==> src/rtl/ibuf_mc_ctrl.sv <==
// Input-buffer controller for one router input port: FIFO of flits with multicast
// route masks, head presented to NPORT arbiters and retired once every destination is served.
module ibuf_mc_ctrl #(
  parameter  int PYLD_W = 23,
  parameter  int NPORT  = 5,
  parameter  int DEPTH  = 4,
  localparam int CNT_W  = $clog2(DEPTH + 1)
) (
  input  logic              clk,
  input  logic              rst_n,
  input  logic              in_vld,
  output logic              in_rdy,
  input  logic [NPORT-1:0]  in_route,
  input  logic [PYLD_W-1:0] in_pyld,
  input  logic              pg_en,
  output logic [NPORT-1:0]  arb_req,
  input  logic [NPORT-1:0]  arb_gnt,
  input  logic [NPORT-1:0]  obuf_rdy,
  output logic [PYLD_W-1:0] out_pyld,
  output logic [CNT_W-1:0]  occ,
  output logic              err_zero_route
);

  localparam int PTR_W = $clog2(DEPTH);
  localparam int ENT_W = NPORT + PYLD_W;

  logic [ENT_W-1:0]  mem_r [DEPTH];
  logic [PTR_W-1:0]  wr_ptr_r;
  logic [PTR_W-1:0]  rd_ptr_r;
  logic [PTR_W-1:0]  rd_nxt_s;
  logic              hs_s;
  logic              push_s;
  logic              zero_s;
  logic              pop_s;
  logic [NPORT-1:0]  served_s;
  logic [NPORT-1:0]  rem_s;
  logic [CNT_W-1:0]  occ_next_s;

  // Handshake decode, per-destination service and next occupancy
  always_comb begin
    hs_s       = in_vld & in_rdy;
    push_s     = hs_s & (|in_route);
    zero_s     = hs_s & ~(|in_route);
    served_s   = arb_req & arb_gnt & obuf_rdy;
    rem_s      = arb_req & ~served_s;
    pop_s      = (occ != {CNT_W{1'b0}}) & (rem_s == {NPORT{1'b0}}) &
                 (arb_req != {NPORT{1'b0}});
    occ_next_s = occ + CNT_W'(push_s) - CNT_W'(pop_s);
    rd_nxt_s   = rd_ptr_r + PTR_W'(1'b1);
  end

  // Storage array; the head entry stays in memory until popped
  always_ff @(posedge clk) begin
    if (push_s) begin
      mem_r[wr_ptr_r] <= {in_route, in_pyld};
    end
  end

  // Pointers, occupancy, upstream ready and zero-route pulse
  always_ff @(posedge clk or negedge rst_n) begin
    if (!rst_n) begin
      wr_ptr_r       <= {PTR_W{1'b0}};
      rd_ptr_r       <= {PTR_W{1'b0}};
      occ            <= {CNT_W{1'b0}};
      in_rdy         <= 1'b0;
      err_zero_route <= 1'b0;
    end else begin
      if (push_s) wr_ptr_r <= wr_ptr_r + PTR_W'(1'b1);
      if (pop_s)  rd_ptr_r <= rd_nxt_s;
      occ            <= occ_next_s;
      // Registered from occ_next so a full buffer can never be overrun
      in_rdy         <= ~pg_en & (occ_next_s < CNT_W'(DEPTH));
      err_zero_route <= zero_s;
    end
  end

  // Head registers: remaining destinations and payload of the oldest flit
  always_ff @(posedge clk or negedge rst_n) begin
    if (!rst_n) begin
      arb_req  <= {NPORT{1'b0}};
      out_pyld <= {PYLD_W{1'b0}};
    end else if (pop_s) begin
      // Next stored entry has priority; a same-cycle push only refills an emptied buffer
      if (occ > CNT_W'(1)) begin
        {arb_req, out_pyld} <= mem_r[rd_nxt_s];
      end else if (push_s) begin
        {arb_req, out_pyld} <= {in_route, in_pyld};
      end else begin
        arb_req <= {NPORT{1'b0}};
      end
    end else if (push_s && (occ == {CNT_W{1'b0}})) begin
      {arb_req, out_pyld} <= {in_route, in_pyld};
    end else begin
      arb_req <= rem_s;
    end
  end

endmodule

==> config.mk <==
export PLATFORM = sky130hd
export DESIGN_NAME = ibuf_mc_ctrl
export DESIGN_NICKNAME = d
export VERILOG_FILES = /design/src/rtl/ibuf_mc_ctrl.sv
export SDC_FILE = /design/constraint.sdc
export NUM_CORES = 1
export LEC_CHECK = 0
export BUFFER_PORTS_ARGS = -buffer_cell sky130_fd_sc_hd__buf_2
export CORE_UTILIZATION = 40
export CTS_CLUSTER_DIAMETER = 100
export DETAILED_ROUTE_END_ITERATION = 8
export MAX_ROUTING_LAYER = met4
export PLACE_DENSITY = 0.65
export SLEW_MARGIN = 20
export SYNTH_ARGS = -nofsm -noshare
export SYNTH_HDL_FRONTEND = slang
export SYNTH_SLANG_ARGS = --single-unit
==> constraint.sdc <==
create_clock -name clk -period 5.7 [get_ports clk]
set_input_delay 1.425 -clock clk [delete_from_list [all_inputs] [get_ports clk]]
set_output_delay 1.425 -clock clk [all_outputs]
set_load 0.02 [all_outputs]
==> out/results.tsv, run 1 <==
metric	value	unit
tns	0	ns
place_congestion	0.754	
p_leak	2.57	nW
syn_to_final_growth	18.4	%
drt_iter0_drc	210	
ant_nets	0	
wire_per_inst	19.9	um
crit_required	6.00	ns
antenna_cells	0	
synthArstFlopShare	24.8	%
peakVddDrop	0.000268	V
final_nets	444	
grt_use_total	16.8	%
yosys.area.top_type	edfxtp_1	
drt-vias-per-instance	5.44	
setup_ws	2.38	ns
fmax	301	MHz
ctsHtreeMaxLevel	4	
final-seq-area	4290	um^2
multi_input_area	1580	um^2
post-place-ws	1.94	ns
first_global_vias	3449	
tightestPinTransition	0.911	ns
port_buffers	74	
coreArea	14600	um^2
fin_crit_sh	58.3	%
maxCapViolations	0	
min_period	3.32	ns
overflow	0	
die_h	125	um
finalSetupViolations	0	
grt_pass1_wl	19000	um
synth_nets	365	
slowest_delay	0.36	ns
critPathMaxFanout	31	
critPathArrivalTime	3.63	ns
final_common_cell	edfxtp_1	
synth_area_leaders	edfxtp_1 56%, dfrtp_1 15%, mux4_2 10%, o221a_1 3.7%, or3_1 2.4%	
drt_pass1_iterations	4	
skew	0.0127	ns
cp-start-kind	input pin	
rsz0062_at_grt	no	
grt_max_degree	38	
status	complete, no violations	
ys_ff_latch	149	
routed_wl	11800	um
die-width	125	um
route.vias.total	3210	
dp.cells	558	
cts_setup_buffers	0	
dieArea	15500	um^2
synth_ff_type	edfxtp_1	
path_delay_family	adder cells	
ys_types	39	
cts.sinks	149	
end_kind	register	
layout-drive-gt1-share	38.4	%
synth_area	6010	um^2
clk_path_buf_depth	2	
seq_area_frac_synth	71.3	%
synth_edf_count	112	
path_clk_slew	0.06	ns
io-pin-count	75	
hold_class	register to register	
crit_slowest_cell	buf_4	
core.rowCount	44	
most-common-layout-cells	112 x edfxtp_1, 74 x buf_2, 36 x dfrtp_1	
cts-root-buf	clkbuf_16	
syn_inst	314	
antenna_found_initial	0	
holdWs	0.550	ns
netlist.area_leader.share	55.9	%
timing.final.hold_violations	0	
crit_buf_inv	5	
max-slew-margin-rel	39.3	%
drcViolationCount	0	
fillers	1208	
start_util	41.2	%
path_class	input pin to register	
numCtsBuffers	17	
cts_resized	0	
final_core_util	48.8	%
clock_latency	0.42	ns
hpwl	6880	um
syn_avg_cell_area	19.2	um^2
stdcell_count	590	
drv_slew	0	
crit_path_cell_trace	buf_2 > a21boi_0 > nor4_2 > o2111ai_2 > buf_4 > inv_2 > ha_1 > inv_1 > ha_1 > inv_1 > fa_1 > xor2_1 > nor2_1	
yosys_warnings	0	
cts_tree	yes	
hold_buffers	0	
p_per_area	550	nW/um^2
cell type report:
cell class                 count  area share (%)
clock buffer                  22            6.52
timing repair buffer          77            5.52
clock inverter                10            1.83
sequential                   149            60.3
tap                          184            3.23
multi-input combinational    139            22.2
inverter                       9           0.474
cells by family after synthesis:
| kind of cell | Yosys count | share of synthesized area (%) |
|---|---|---|
| muxes | 32 | 11.2 |
| and+or+nand+nor | 50 | 5.24 |
| adders and majority gates | 9 | 2.00 |
| xor gates and xnor gates | 4 | 0.583 |
| DFF | 149 | 71.3 |
| buffers and inverters | 26 | 2.46 |
| AOI/OAI and AO/OA | 44 | 7.18 |
synth_stat cells, types with 5 or more instances:
cell type / instances
mux4_2: 28
nand2_1: 9
dfrtp_1: 37
edfxtp_1: 112
a21oi_1: 5
clkbuf_1: 7
ha_1: 8
inv_1: 8
o221a_1: 20
buf_6: 6
or3_1: 23
metrics by stage:
step | power (mW) | area (um^2)
after floorplan | 2.50 | 6010
after global placement | 2.81 | 6520
after detailed placement | 2.85 | 6520
after CTS | 3.97 | 7120
after global routing | 4.13 | 7120
final | 3.92 | 7120
registers in the layout (all words and copies together), names as in the netlist:
signal	count
mem_r	112
out_pyld	23
arb_req	5
occ	3
rd_ptr_r	2
wr_ptr_r	2
err_zero_route	1
in_rdy	1
worst paths after layout:
| kind | startpoint | end | slack (ns) | cells past startpoint |
|---|---|---|---|---|
| setup / recovery | arb_gnt[0] | in_rdy$_DFF_PN0_ | 2.38 | 13 |
| hold / removal | out_pyld[1]$_DFFE_PN0P_ | out_pyld[1]$_DFFE_PN0P_ | 0.55 | 1 |
| setup reg to reg | arb_req[1]$_DFF_PN0_ | in_rdy$_DFF_PN0_ | 2.89 | 11 |
| hold reg to reg | out_pyld[1]$_DFFE_PN0P_ | out_pyld[1]$_DFFE_PN0P_ | 0.55 | 1 |
| max in group asynchronous | rst_n | rd_ptr_r[1]$_DFFE_PN0N_ | 3.89 | 1 |
| min in group asynchronous | rst_n | in_rdy$_DFF_PN0_ | 1.14 | 1 |
layer usage:
metal | GRT usage, % | up-vias | wire length (um)
li1 | - | 1437 | -
met1 | 21.6 | 1675 | 5250
met2 | 25.9 | 81 | 5870
met3 | 3.82 | 17 | 437
met4 | 6.95 | 0 | 197
met5 | - | - | 0
power by group:
group | internal, mW | total (mW) | switching, mW
registers | 1.38 | 1.56 | 0.179
logic | 0.581 | 1.25 | 0.667
clock network | 0.707 | 1.11 | 0.407
total | 2.67 | 3.92 | 1.25
No activity file was read; power rests on OpenSTA's default activity.
==> run 2, diff against run 1 <==
Settings changed: PLACE_DENSITY 0.65 to 0.67.
Clock period 5.7 ns to 3 ns, I/O delays scaled along.
==> run 2 against run 1 <==
- clock skew is 0.0031 ns lower
- critical endpoint is now out_pyld[1]$_DFFE_PN0P_
- sequential power grew 85%
- power increased by 90%
- combinational power is 100% higher
==> out/results.tsv, run 2 (same netlist as run 1, synthesis figures left out) <==
metric	value	unit
status	complete, no violations	
post-place-ws	-0.0180	ns
grt_use_total	16.7	%
die-width	125	um
drcViolationCount	0	
first_global_vias	3416	
tightestPinTransition	0.929	ns
hpwl	7070	um
final_common_cell	edfxtp_1	
slowest_delay	0.61	ns
cts-root-buf	clkbuf_16	
timing.final.hold_violations	0	
drt_iter0_drc	276	
end_kind	register	
layout-drive-gt1-share	38.1	%
r2r_start	arb_req[1]$_DFF_PN0_	
min_period	2.58	ns
port_buffers	74	
path_clk_slew	0.06	ns
cts.sinks	149	
reg2reg_to	in_rdy$_DFF_PN0_	
top_register	mem_r	
ctsHtreeMaxLevel	4	
critPathArrivalTime	2.93	ns
numCtsBuffers	17	
largestRegisters	mem_r: 112 flops, out_pyld: 23 flops, arb_req: 5 flops	
dieArea	15500	um^2
crit_path_cell_trace	buf_2 > or4_4 > o21a_4 > buf_4 > and2_4 > o21ai_4 > o221a_2	
tns	0	ns
drv_slew	0	
skew	0.00959	ns
r2r_slack	0.52	ns
syn_to_final_growth	18.5	%
cts_setup_buffers	0	
hold_buffers	0	
maxCapViolations	0	
fin_crit_sh	85.9	%
crit_slowest_cell	o21ai_4	
die_h	125	um
wire_per_inst	20.2	um
coreArea	14600	um^2
drt-vias-per-instance	5.45	
clock_latency	0.42	ns
overflow	0	
p_leak	2.58	nW
final_nets	448	
rsz0062_at_grt	no	
most-common-layout-cells	112 x edfxtp_1, 74 x buf_2, 36 x dfrtp_1	
clk_path_buf_depth	2	
start_util	41.2	%
grt_pass1_wl	18700	um
largest_register_ff_count	112	
io-pin-count	75	
cts_tree	yes	
fmax	388	MHz
crit_required	3.35	ns
place_congestion	0.782	
route.vias.total	3220	
ant_nets	0	
cts_resized	0	
reg2reg_depth	10	
antenna_cells	0	
hold_class	input pin to asynchronous set/reset pin	
drt_pass1_iterations	4	
routed_wl	11900	um
grt_max_degree	38	
fillers	1200	
path_class	input pin to register	
max-slew-margin-rel	38.1	%
antenna_found_initial	0	
finalSetupViolations	0	
setup_ws	0.423	ns
peakVddDrop	0.000580	V
cp-start-kind	input pin	
critPathMaxFanout	23	
core.rowCount	44	
p_per_area	1040	nW/um^2
[run 2: cell count changes in the layout (fill, tap and decap cells not counted), sizes merged]
cell      previous run  this run
buf                 77        81
bufinv               3         2
clkbuf              22        23
clkinv               5         4
clkinvlp             2         0
[run 2: power by group]
part | total, mW | switching, mW | leakage [nW] | internal (mW)
combinational | 2.55 | 1.37 | 0.873 | 1.18
sequential | 2.88 | 0.269 | 1.44 | 2.61
clock | 1.99 | 0.748 | 0.273 | 1.25
[run 2: how the worst max path moves through the flow]
| stage | startpoint | endpoint | slack, ns | cells past startpoint |
|---|---|---|---|---|
| after floorplan | in_route[1] | in_rdy$_DFF_PN0_ | 0.29 | 10 |
| after global placement | in_route[1] | out_pyld[1]$_DFFE_PN0P_ | 0.03 | 7 |
| after detailed placement | in_route[1] | out_pyld[1]$_DFFE_PN0P_ | -0.02 | 7 |
| after CTS | in_route[1] | out_pyld[1]$_DFFE_PN0P_ | 0.41 | 7 |
| after global routing | in_route[1] | out_pyld[17]$_DFFE_PN0P_ | 0.36 | 7 |
| final | in_route[1] | out_pyld[1]$_DFFE_PN0P_ | 0.42 | 7 |
[run 2: cell type report]
type | count | area (um^2) | area share (%)
clock inverter | 6 | 80.1 | 1.12
timing repair buffer | 81 | 448 | 6.29
clock buffer | 23 | 468 | 6.57
sequential | 149 | 4290 | 60.2
tap | 184 | 230 | 3.23
multi-input combinational | 139 | 1580 | 22.1
inverter | 9 | 33.8 | 0.474
[run 2: per-stage QoR]
stage | hold slack, ns | power, mW | area, um^2 | util (%) | std cells
after floorplan | 0.454 | 4.76 | 6010 | - | 314
final | 0.477 | 7.43 | 7130 | 48.9 | 591
after CTS | 0.465 | 7.51 | 7130 | 48.9 | 591
after detailed placement | 0.543 | 5.52 | 6580 | 45.1 | 562
after global routing | 0.473 | 7.80 | 7130 | 48.9 | 591
after global placement | 0.536 | 5.43 | 6580 | 45.1 | 562
[run 2: per-layer routing]
| metal | GRT usage (%) | part of all wire, % |
|---|---|---|
| met2 | 28.3 | 52 |
| met3 | 4.25 | 3.5 |
| met1 | 19.6 | 43 |
| met5 | - | 0 |
| met4 | 4.89 | 1.2 |
[run 2: critical path: cells and delay by family]
family | cells | cell delay, ns
buf+inv | 2 | 0.28
compound gates | 3 | 1.16
simple gates | 2 | 0.73
